File: config.mk
export PLATFORM = sky130hd
export DESIGN_NAME = irq_ack_ctrl_flat
export DESIGN_NICKNAME = d
export VERILOG_FILES = /design/src/rtl/irq_ack_ctrl_if.sv /design/src/rtl/irq_ack_ctrl.sv /design/src/flat_wrapper.sv
export SDC_FILE = /design/constraint.sdc
export NUM_CORES = 1
export LEC_CHECK = 0
export CAP_MARGIN = 0
export CORE_ASPECT_RATIO = 1.1
export CORE_MARGIN = 3
export CORE_UTILIZATION = 41
export DETAILED_ROUTE_END_ITERATION = 12
export HOLD_SLACK_MARGIN = 0.12
export PLACE_DENSITY_LB_ADDON = 0.05
export SYNTH_ARGS = -nofsm -noshare
export SYNTH_HDL_FRONTEND = slang
export SYNTH_SLANG_ARGS = --single-unit
File: constraint.sdc
create_clock -name clock -period 1.9 [get_ports clock]
set_input_delay 0.57 -clock clock [delete_from_list [all_inputs] [get_ports clock]]
set_output_delay 0.57 -clock clock [all_outputs]
set_load 0.005 [all_outputs]
File: src/rtl/irq_ack_ctrl_if.sv
// Bus bundle between the CPU/device daisy chain and the interrupt acknowledge controller.
// The controller connects to the slave modport; the CPU/device side connects to master.
interface irq_ack_ctrl_if;
  logic       irq;
  logic [3:0] vec;
  logic       boundary;
  logic [3:0] pc;
  logic       ei;
  logic       di;
  logic       reti;
  logic       ack;
  logic       take;
  logic [3:0] jump_pc;
  logic       ret;
  logic [3:0] saved_pc;
  logic       ie;
  logic       in_service;
  logic [3:0] spurious;

  modport master (
    output irq, vec, boundary, pc, ei, di, reti,
    input  ack, take, jump_pc, ret, saved_pc, ie, in_service, spurious
  );

  modport slave (
    input  irq, vec, boundary, pc, ei, di, reti,
    output ack, take, jump_pc, ret, saved_pc, ie, in_service, spurious
  );
endinterface

File: src/rtl/irq_ack_ctrl.sv
// Single-level interrupt acknowledge controller.
// It samples the daisy chain at instruction boundaries, captures vector and return pc, and sequences take/ret.
module irq_ack_ctrl (
  input  logic          clock,
  input  logic          reset,
  irq_ack_ctrl_if.slave bus
);

  typedef enum logic [2:0] {
    IDLE    = 3'd0,
    ACK     = 3'd1,
    JUMP    = 3'd2,
    SERVICE = 3'd3,
    RETURN  = 3'd4
  } state_t;

  state_t     state_q, state_d;
  logic       ie_q, ie_d;
  logic [3:0] jump_pc_q, jump_pc_d;
  logic [3:0] saved_pc_q, saved_pc_d;
  logic [3:0] spurious_q, spurious_d;

  always_ff @(posedge clock or posedge reset) begin
    if (reset) begin
      state_q    <= IDLE;
      ie_q       <= 1'b0;
      jump_pc_q  <= 4'd0;
      saved_pc_q <= 4'd0;
      spurious_q <= 4'd0;
    end else begin
      state_q    <= state_d;
      ie_q       <= ie_d;
      jump_pc_q  <= jump_pc_d;
      saved_pc_q <= saved_pc_d;
      spurious_q <= spurious_d;
    end
  end

  always_comb begin
    state_d    = state_q;
    ie_d       = ie_q;
    jump_pc_d  = jump_pc_q;
    saved_pc_d = saved_pc_q;
    spurious_d = spurious_q;

    case (state_q)
      IDLE: begin
        // ie_q is the pre-update value, so a same-cycle di cannot cancel this entry
        if (bus.irq && ie_q && bus.boundary) begin
          state_d = ACK;
        end
        if (bus.di) begin
          ie_d = 1'b0;
        end else if (bus.ei) begin
          ie_d = 1'b1;
        end
      end
      ACK: begin
        if (bus.irq) begin
          jump_pc_d  = bus.vec;
          saved_pc_d = bus.pc;
          state_d    = JUMP;
        end else begin
          if (spurious_q != 4'hF) begin
            spurious_d = spurious_q + 4'd1;
          end
          state_d = IDLE;
        end
      end
      JUMP: begin
        ie_d    = 1'b0;
        state_d = SERVICE;
      end
      SERVICE: begin
        if (bus.reti) begin
          state_d = RETURN;
        end
      end
      RETURN: begin
        ie_d    = 1'b1;
        state_d = IDLE;
      end
      default: begin
        state_d = IDLE;
      end
    endcase
  end

  // Pulses are decoded straight from the state so reset drops them without a clock edge
  assign bus.ack        = (state_q == ACK);
  assign bus.take       = (state_q == JUMP);
  assign bus.ret        = (state_q == RETURN);
  assign bus.in_service = (state_q == SERVICE);
  assign bus.ie         = ie_q;
  assign bus.jump_pc    = jump_pc_q;
  assign bus.saved_pc   = saved_pc_q;
  assign bus.spurious   = spurious_q;

endmodule

File: src/flat_wrapper.sv
// flat-port wrapper written by rule: the top's interface ports become plain ports
module irq_ack_ctrl_flat 
  (clock, reset, bus_irq, bus_vec, bus_boundary, bus_pc, bus_ei, bus_di, bus_reti, bus_ack, bus_take, bus_jump_pc, bus_ret, bus_saved_pc, bus_ie, bus_in_service, bus_spurious);
  irq_ack_ctrl_if bus_i ();
  input  logic clock;
  input  logic reset;
  input wire logic [$bits(bus_i.irq)-1:0] bus_irq;
  input wire logic [$bits(bus_i.vec)-1:0] bus_vec;
  input wire logic [$bits(bus_i.boundary)-1:0] bus_boundary;
  input wire logic [$bits(bus_i.pc)-1:0] bus_pc;
  input wire logic [$bits(bus_i.ei)-1:0] bus_ei;
  input wire logic [$bits(bus_i.di)-1:0] bus_di;
  input wire logic [$bits(bus_i.reti)-1:0] bus_reti;
  output wire logic [$bits(bus_i.ack)-1:0] bus_ack;
  output wire logic [$bits(bus_i.take)-1:0] bus_take;
  output wire logic [$bits(bus_i.jump_pc)-1:0] bus_jump_pc;
  output wire logic [$bits(bus_i.ret)-1:0] bus_ret;
  output wire logic [$bits(bus_i.saved_pc)-1:0] bus_saved_pc;
  output wire logic [$bits(bus_i.ie)-1:0] bus_ie;
  output wire logic [$bits(bus_i.in_service)-1:0] bus_in_service;
  output wire logic [$bits(bus_i.spurious)-1:0] bus_spurious;
  assign bus_i.irq = bus_irq;
  assign bus_i.vec = bus_vec;
  assign bus_i.boundary = bus_boundary;
  assign bus_i.pc = bus_pc;
  assign bus_i.ei = bus_ei;
  assign bus_i.di = bus_di;
  assign bus_i.reti = bus_reti;
  assign bus_ack = bus_i.ack;
  assign bus_take = bus_i.take;
  assign bus_jump_pc = bus_i.jump_pc;
  assign bus_ret = bus_i.ret;
  assign bus_saved_pc = bus_i.saved_pc;
  assign bus_ie = bus_i.ie;
  assign bus_in_service = bus_i.in_service;
  assign bus_spurious = bus_i.spurious;
  irq_ack_ctrl u_core (.clock(clock), .reset(reset), .bus(bus_i));
endmodule
==> results.md <==
- Outcome: finished clean
- CP Capture Type: output port
- CP arrival: 1.22 ns
- CP startpoint kind: flip-flop
- H-tree levels: 1
- Site Rows: 15
- R2R depth: 5
- Worst skew pair latency: 0.28 ns
- TritonCTS clock tree: done
- Multi-input gate area: 342.8 um2
- Initial antenna violation count: 0
- Fin. max-slew vios: 0
- Crit. Startpoint: u_core.bus.spurious[2]$_DFFE_PP0P_
- Clock Sinks: 16
- Leak: 0.0005379 uW
- CP endpoint: bus_spurious[2]
- Crit path max fanout: 5
- Place WS: -0.01131 ns
- Most common cell after layout, fill and taps aside: clkdlybuf4s50_1
- Worst path slowest cell: clkdlybuf4s50_1
- Most frequent cells in the layout: clkdlybuf4s50_1, dfrtp_1, buf_4, mux2_4
- CTS Buf Count: 3
- Sequential fraction of the synthesis area: 0.5229
- Port Buffer Count: 31
- Setup violators final: 0
- Initial Utilization: 0.4584
- Worst R2R Start: u_core.state_q[2]$_DFFE_PP0P_
- Number of synthesized register bits: 16
- Max Cap Viol: 0
- Number of routed nets with antenna violations: 0
- CP peak stage delay: 0.53 ns
- DRT Pass-1 Iters: 1
- RSZ-0062 raised after global routing: false
- Core Util, Final: 0.7139
- Crit path buffers/inverters: 1
- Mapped Cells: 59
- Clock Root Buffer: clkbuf_4
- Slew headroom: 0.8369
- Tot Pwr: 1703 uW
- DRT iter0 DRCs: 0
- Reg2Reg Capture Point: u_core.bus.spurious[3]$_DFFE_PP0P_
- Top-Level Pins: 32
- All-Layer GR Usage: 0.1662
- Syn-to-layout area delta: 55.72%
- R2r setup slk: 0.30 ns
- Tcrit/Tclk final: 0.9442
- # nets final: 119
- Worst hold path type: flip-flop to flip-flop
- Worst Skew: 0.001989 ns
- Non-filler cells, final: 118
- Core area: 1670 um2
- Post-synth cell types: 24
- WL final: 1608 um
- Syn_area_per_cell: 12.98 um2
- Worst-Margin Slew: 0.2437 ns
- Fin. Hold Viols: 0
- Drt drc: 0
- Syn_nets: 75
- Yosys Warn Count: 0
- Max Fclk: 557.4 MHz
- Vias in the first global route: 673
- Cell Area, Synth: 765.7 um2
- Crit path cell chain: clkdlybuf4s50_1
- Vias: 598
- Dpl hpwl: 1198 um
- Die Area: 2423 um2
- Post-synth top area share: 0.5229
- Synth top area cells: dfrtp_1, mux2_4, nor4b_4
- Placed cell count: 112
- Min Tclk post-route: 1.794 ns
- Setup tns final: 0 ns
- Clk buf depth: 2
- Pin count of the biggest net entering global routing: 17
- Layout cells sized above 1: 0.2871
- Crit path depth: 1
- Fillers: 135
- Worst vdd ir: 0.7577 mV
- Total area of sequential cells: 401.6 um2
- Antenna cells: 0
- Post-synth top area cell: dfrtp_1
- RePlAce Congestion: 0.7220
- Die height: 51.33 um
- Setup WS post-layout: 0.1061 ns
- Worst Path Class, Setup: flip-flop to output port
- Gr ovfl total: 0
- Clock transition at the registers of the reported paths: 0.08 ns
- Via-to-Cell Ratio: 5.068
- Global-route wire length before repair: 2815 um
- Worst Path Required: 1.33 ns
- Chip width: 47.21 um
- Wirelength per Cell: 13.63 um
- Power density over the cells: 1428 nW/um2
- CP top delay family: buffers and inverters
[cell usage after synthesis]
cell and n:
nor2_1 4, dfrtp_1 16, a221oi_1 1, buf_6 2, mux2_1 2, nand2_1 3
inv_1 2, a21oi_1 4, nor4b_4 1, nand3_1 1, nand3b_1 1, mux2_4 8
a31oi_1 1, o21ai_0 1, nor3b_2 1, nor3b_1 1, ha_1 1, buf_2 1
xnor2_1 1, and2_1 1, or2_2 1, nor2b_1 1, nand2b_1 2, nand4_1 2
[cell type report]
class	count	area share
clock buffers	3	0.01889
inverters	2	0.006296
multi-input cells	38	0.2875
flip-flops and latches	16	0.3368
well taps	17	0.01784
repair buffers	42	0.3326
[per-layer routing]
layer,routed length [um],track usage,up-vias
li1,-,-,290
met1,688,0.1850,277
met2,761,0.2783,27
met3,114,0.03521,4
met4,44,0.09677,0
met5,0,0,-
[cells by family after synthesis]
family                   share of synthesized area
flip-flops                                  0.5229
AO/OA/AOI/OAI                              0.05229
AND/OR/NAND/NOR                             0.1650
multiplexers                                0.1863
buffers and inverters                      0.04575
XOR/XNOR                                   0.01144
adder cells (fa/ha/maj)                    0.01634
[worst min-delay path by stage]
stage | startpoint | to | slack [ns] | cells past startpoint
after detailed placement | u_core.bus.jump_pc[0]$_DFFE_PP0P_ | u_core.bus.jump_pc[0]$_DFFE_PP0P_ | 0.49 | 1
after global routing | u_core.bus.jump_pc[3]$_DFFE_PP0P_ | u_core.bus.jump_pc[3]$_DFFE_PP0P_ | 0.54 | 1
after CTS | u_core.bus.saved_pc[0]$_DFFE_PP0P_ | u_core.bus.saved_pc[0]$_DFFE_PP0P_ | 0.52 | 1
final | u_core.bus.jump_pc[2]$_DFFE_PP0P_ | u_core.bus.jump_pc[2]$_DFFE_PP0P_ | 0.51 | 1
after global placement | u_core.bus.jump_pc[3]$_DFFE_PP0P_ | u_core.bus.jump_pc[3]$_DFFE_PP0P_ | 0.49 | 1
after floorplan | reset | u_core.bus.ie$_DFFE_PP0P_ | 0.48 | 1
[metrics by stage]
| step | hold slack, ns | area [um2] |
|---|---|---|
| global placement | 0.4900 | 1142 |
| finish | 0.5147 | 1192 |
| detailed placement | 0.4940 | 1142 |
| CTS | 0.5193 | 1199 |
| global route | 0.5363 | 1192 |
| floorplan | 0.4837 | 765.7 |
[where the power goes]
part	internal, uW	switching, uW
registers	504	126
logic	616	285
clock network	73.5	97.8
[sequential cells by signal, indices dropped and copies added (netlist names)]
signal / count
u_core.bus.jump_pc: 4
u_core.bus.spurious: 4
u_core.bus.saved_pc: 4
u_core.bus.ie: 1
u_core.state_q: 3
[timing repair]
action	4_1_cts	5_1_grt
setup buffers	3	0
endpoints found under the setup margin	4	1
resized for setup	9	1
pin swaps	0	0
hold buffers	0	0
Power figures use the tool's default switching activity.
